[src/rtl/mesi_cbus_agent.sv]
// Coherence-bus agent: a direct-mapped MESI tag/state table driven by intersection-controller
// commands, with a fixed-length writeback whenever a Modified line is snooped or evicted.
module mesi_cbus_agent #(
  parameter int ADDR_WIDTH = 32,
  parameter int IDX_WIDTH  = 2,
  parameter int WB_CYCLES  = 4
) (
  input  logic                  clk,
  input  logic                  rst,
  input  logic [2:0]            cbus_cmd_i,
  input  logic [ADDR_WIDTH-1:0] cbus_addr_i,
  output logic                  cbus_ack_o,
  output logic                  wb_req_o,
  output logic [ADDR_WIDTH-1:0] wb_addr_o,
  input  logic [ADDR_WIDTH-1:0] probe_addr_i,
  output logic [1:0]            probe_state_o
);
  localparam int         LINES   = 1 << IDX_WIDTH;
  localparam int         TAG_W   = ADDR_WIDTH - IDX_WIDTH;
  localparam logic [3:0] WB_LOAD = 4'(WB_CYCLES - 1);

  localparam logic [2:0] CMD_NOP      = 3'd0;
  localparam logic [2:0] CMD_WR_SNOOP = 3'd1;
  localparam logic [2:0] CMD_RD_SNOOP = 3'd2;
  localparam logic [2:0] CMD_EN_WR    = 3'd3;
  localparam logic [2:0] CMD_EN_RD    = 3'd4;

  localparam logic [1:0] ST_I = 2'd0;
  localparam logic [1:0] ST_S = 2'd1;
  localparam logic [1:0] ST_M = 2'd3;

  // IDLE wait cmd | EXEC lookup | WB write back M line | ACK pulse | WAIT_NOP wait for cmd release
  typedef enum logic [2:0] {S_IDLE, S_EXEC, S_WB, S_ACK, S_WAIT_NOP} state_e;

  state_e                state_q, state_d;
  logic [2:0]            cmd_q, cmd_d;
  logic [ADDR_WIDTH-1:0] addr_q, addr_d;
  logic [ADDR_WIDTH-1:0] wb_addr_q, wb_addr_d;
  logic [3:0]            cnt_q, cnt_d;
  logic [TAG_W-1:0]      tag_q [LINES];
  logic [1:0]            st_q  [LINES];

  logic [IDX_WIDTH-1:0]  idx;
  logic [TAG_W-1:0]      tag;
  logic [1:0]            cur_st;
  logic                  hit;
  logic                  is_snoop;
  logic                  is_en;
  logic                  need_wb;
  logic                  upd_en;
  logic [1:0]            new_st;
  logic [TAG_W-1:0]      new_tag;
  logic [IDX_WIDTH-1:0]  p_idx;

  assign idx      = addr_q[IDX_WIDTH-1:0];
  assign tag      = addr_q[ADDR_WIDTH-1:IDX_WIDTH];
  assign cur_st   = st_q[idx];
  assign hit      = (tag_q[idx] == tag) && (cur_st != ST_I);
  assign is_snoop = (cmd_q == CMD_WR_SNOOP) || (cmd_q == CMD_RD_SNOOP);
  assign is_en    = (cmd_q == CMD_EN_WR) || (cmd_q == CMD_EN_RD);
  // A snoop hit on M and an eviction of an M victim both write back the resident line.
  assign need_wb  = (cur_st == ST_M) && ((is_snoop && hit) || (is_en && (tag_q[idx] != tag)));

  always_comb begin
    new_tag = tag_q[idx];
    new_st  = cur_st;
    case (cmd_q)
      CMD_WR_SNOOP: if (hit) new_st = ST_I;
      CMD_RD_SNOOP: if (hit) new_st = ST_S;
      CMD_EN_WR: begin
        new_tag = tag;
        new_st  = ST_M;
      end
      CMD_EN_RD: begin
        new_tag = tag;
        new_st  = ST_S;
      end
      default: ;
    endcase
  end

  always_comb begin
    state_d   = state_q;
    cmd_d     = cmd_q;
    addr_d    = addr_q;
    wb_addr_d = wb_addr_q;
    cnt_d     = cnt_q;
    upd_en    = 1'b0;
    unique case (state_q)
      S_IDLE: begin
        if (cbus_cmd_i != CMD_NOP) begin
          cmd_d   = cbus_cmd_i;
          addr_d  = cbus_addr_i;
          state_d = S_EXEC;
        end
      end
      S_EXEC: begin
        if (need_wb) begin
          wb_addr_d = {tag_q[idx], idx};
          cnt_d     = WB_LOAD;
          state_d   = S_WB;
        end else begin
          upd_en  = 1'b1;
          state_d = S_ACK;
        end
      end
      S_WB: begin
        if (cnt_q == 4'd0) begin
          upd_en  = 1'b1;
          state_d = S_ACK;
        end else begin
          cnt_d = cnt_q - 4'd1;
        end
      end
      S_ACK:      state_d = S_WAIT_NOP;
      S_WAIT_NOP: if (cbus_cmd_i == CMD_NOP) state_d = S_IDLE;
      default:    state_d = S_IDLE;
    endcase
  end

  always_ff @(posedge clk) begin
    if (rst) begin
      state_q   <= S_IDLE;
      cmd_q     <= CMD_NOP;
      addr_q    <= '0;
      wb_addr_q <= '0;
      cnt_q     <= 4'd0;
      for (int i = 0; i < LINES; i++) begin
        tag_q[i] <= '0;
        st_q[i]  <= ST_I;
      end
    end else begin
      state_q   <= state_d;
      cmd_q     <= cmd_d;
      addr_q    <= addr_d;
      wb_addr_q <= wb_addr_d;
      cnt_q     <= cnt_d;
      if (upd_en) begin
        tag_q[idx] <= new_tag;
        st_q[idx]  <= new_st;
      end
    end
  end

  assign cbus_ack_o = (state_q == S_ACK);
  assign wb_req_o   = (state_q == S_WB);
  assign wb_addr_o  = wb_addr_q;

  assign p_idx         = probe_addr_i[IDX_WIDTH-1:0];
  assign probe_state_o = (tag_q[p_idx] == probe_addr_i[ADDR_WIDTH-1:IDX_WIDTH]) ? st_q[p_idx] : ST_I;

endmodule

[config.mk]
export PLATFORM = sky130hd
export DESIGN_NAME = mesi_cbus_agent
export DESIGN_NICKNAME = d
export VERILOG_FILES = /design/src/rtl/mesi_cbus_agent.sv
export SDC_FILE = /design/constraint.sdc
export NUM_CORES = 1
export LEC_CHECK = 0
export CAP_MARGIN = 40
export CORE_ASPECT_RATIO = 0.7
export CORE_MARGIN = 3
export CORE_UTILIZATION = 49
export CTS_CLUSTER_DIAMETER = 100
export DETAILED_ROUTE_END_ITERATION = 16
export PLACE_DENSITY = 0.7
export SYNTH_ARGS = -nofsm -noshare
export SYNTH_HDL_FRONTEND = slang
export SYNTH_SLANG_ARGS = --single-unit
[constraint.sdc]
create_clock -name clk -period 6 [get_ports clk]
set_input_delay 0.6 -clock clk [delete_from_list [all_inputs] [get_ports clk]]
set_output_delay 0.6 -clock clk [all_outputs]
set_load 0.02 [all_outputs]
==> flow_summary.ini <==
[detailed_routing]
firstDrtPassIters = 5
drt_iter0_markers = 980
wl_met3_um = 3590
wirelength_um = 28300
met1Wirelength_um = 12500
drc = 0
vias = 7200
maxUsedRoutingLayer = met4
viasPerCell = 5.93
dr_wl_met2_um = 11700
antenna_left = 0
wl_per_cell_um = 23.3

[clocking]
ctsLongestPathBuffers = 3
clkTransAtPathRegs_ps = 60
clock-sinks = 204
clk-insertion-delay-late_ps = 490
h-tree-depth = 1
hold_buffers = 0
cts_resized = 0
clockRootBuffer = clkbuf_16
cts_buffers = 20
tritoncts = built
cts_setup_buffers = 0

[worst_setup_path]
critical_path_arrival_ps = 3860
startpoint = probe_addr_i[0]
crit_path_max_fanout = 17
worstSetupEndpointType = output port
cp.required_ps = 5400
path_class = in -> out
endpoint = probe_state_o[0]
crit_path_start_kind = primary input
r2r-end = tag_q[1][20]$_SDFFCE_PN0P_
reg2reg_depth = 9
ff2ff_setup_slack_ps = 1560

[synth]
synth.ff_latch_count = 204
ys_types = 49
netlist_area_mm2 = 0.0102
ys.flop_type = edfxtp_1
yosys_warnings = 0
synthTopCellsByArea = edfxtp_1 (38%), dfxtp_1 (15%), mux4_2 (14%)
ys_seq_area_share_pct = 52.6
syn_inst = 841
synthArstFlopShare_pct = 0
synth_top_area_share_pct = 37.7
syn-num-nets = 912
avgSynthCellArea_um2 = 12.1
yosys.area.top_type = edfxtp_1
synth_edf_count = 128

[finish]
seq_area_mm2 = 0.00537
layout-drive-gt1-share_pct = 16.7
multi_input_comb_area_mm2 = 0.00451
layout.cells.non_filler = 1214
antenna-diode-count = 0
fin_nets = 1002
area_growth_pct = 18.8
fill_cells = 1627

[pwr]
ir_worst_vdd_mv = 0.178
power.leakage_nw = 4.24
power_density_mw_per_mm2 = 389

[sta]
fin_ws_ps = 1540
relSlewSlack_pct = 46.1
layout_min_cycle_time_ps = 4460
setup_viol = 0
finalSetupTns_ps = 0
hold_violations = 0
maxSlewViolCount = 0
finalCritPeriodShare_pct = 74.3
rsz0062_at_grt = false
worst_slew_pin_slew_ps = 808
max_freq_mhz = 224
fin_skew_ps = 6.72

[placement]
hpwl_um = 19900
portBuffers = 104
placedCellCount = 1179
gp_congestion = 0.902
dp_slack_ps = 1540

[run_status]
status = finished, final reports clean

[grt]
track_usage_pct = 24.9
first_global_vias = 6746
overflow = 0
grt_pass1_wl_um = 42400
antenna_found_initial = 0
grt_max_degree = 52

[floorplan]
initial_utilization_pct = 50.7
ios = 105
core_area_mm2 = 0.0201
row_count = 43
die_width_um = 178
die_area_mm2 = 0.0226
die_y_um = 127

[run]
drv_cap = 0

[hold_path]
hold_path_class = reg -> reg
## state kept, by name, summed over array words and instances (netlist names), named ones only
register,flops
addr_q,32
cmd_q,3
cnt_q,4
st_q,8
state_q,3
tag_q,120
wb_addr_o,32
## cells in the final DEF (no fill, tap or decap), types with 2 or more instances in the layout
master,netlist,final
nor2_1,107,107
clkbuf_8,0,2
ha_1,2,2
nor3_1,8,8
inv_1,5,5
nor2_2,29,29
nand3_1,2,2
clkbuf_1,27,5
clkinv_2,0,3
buf_12,1,2
a22oi_1,3,3
nand2_1,139,139
nand4_1,14,14
o31ai_4,3,3
xor2_1,11,11
nor4_4,2,2
xnor2_1,51,51
mux2i_1,63,63
buf_4,2,20
nor2b_1,8,8
nor4_1,4,4
a21oi_1,36,35
inv_2,2,2
edfxtp_1,128,128
a31oi_1,2,2
o21ai_0,2,2
mux4_2,64,64
dfxtp_1,76,75
or3_1,2,2
clkbuf_16,0,22
clkdlybuf4s50_1,0,103
or4_1,2,2
## stage by stage
step / cell area [um2] / power [mW] / hold slack, ps / utilization (%)
floorplan: 10200 / 2.95 / 461 / -
global placement: 11500 / 3.42 / 441 / 57.0
detailed placement: 11500 / 3.44 / 447 / 57.0
CTS: 12100 / 4.70 / 460 / 60.2
global route: 12100 / 4.91 / 475 / 60.2
finish: 12100 / 4.71 / 456 / 60.2
## how the worst min path moves through the flow
stage | cells past startpoint | to | startpoint
2_1_floorplan | 2 | addr_q[10]$_SDFFE_PP0P_ | addr_q[10]$_SDFFE_PP0P_
3_3_place_gp | 2 | wb_addr_o[13]$_SDFFE_PP0P_ | wb_addr_o[13]$_SDFFE_PP0P_
3_5_place_dp | 2 | wb_addr_o[10]$_SDFFE_PP0P_ | wb_addr_o[10]$_SDFFE_PP0P_
4_1_cts | 2 | wb_addr_o[10]$_SDFFE_PP0P_ | wb_addr_o[10]$_SDFFE_PP0P_
5_1_grt | 2 | wb_addr_o[0]$_SDFFE_PP0P_ | wb_addr_o[0]$_SDFFE_PP0P_
6_report | 2 | wb_addr_o[19]$_SDFFE_PP0P_ | wb_addr_o[19]$_SDFFE_PP0P_
## metal layers
layer	vias to the layer above	GRT usage (%)
met5	-	0
met4	0	5.22
met3	35	6.28
met2	416	34.0
met1	3554	39.9
li1	3195	-
## area by class of cell
cell class | instances | share of cell area (%)
flip-flops and latches | 204 | 44.3
multi-input cells | 572 | 37.2
repair buffers | 126 | 10.1
clock buffers | 29 | 4.92
well taps | 270 | 2.79
clock inverters | 6 | 0.475
inverters | 7 | 0.217
## power breakdown
| group | switching, mW | leakage, nW | internal, mW |
|---|---|---|---|
| Sequential | 0.187 | 1.95 | 1.72 |
| Combinational | 0.935 | 1.97 | 0.595 |
| Clock | 0.535 | 0.323 | 0.736 |
## logic make-up after synthesis
family                   share of synthesized area [%]
AND/OR/NAND/NOR                                   14.2
flip-flops                                        52.6
multiplexers                                      20.3
buffers and inverters                             3.34
XOR/XNOR                                          5.32
AO/OA/AOI/OAI                                     4.00
adder cells (fa/ha/maj)                          0.245
## synth_stat cells (all sizes together) (8+ instances only)
cell,instances
mux4,64
clkbuf,27
nor2b,8
edfxtp,128
nor2,136
dfxtp,76
xnor2,51
xor2,11
nand4,14
mux2i,63
a21oi,36
nand2,140
buf,31
nor3,8
## worst max-delay path, stage by stage
cell and delay (ps):
buf_2 530, buf_4 350, mux4_2 550, xor2_1 160
nor4_1 530, nand4_1 280, nor2b_1 200, clkdlybuf4s50_1 630
Note: power is estimated with default switching activity, not from simulation.
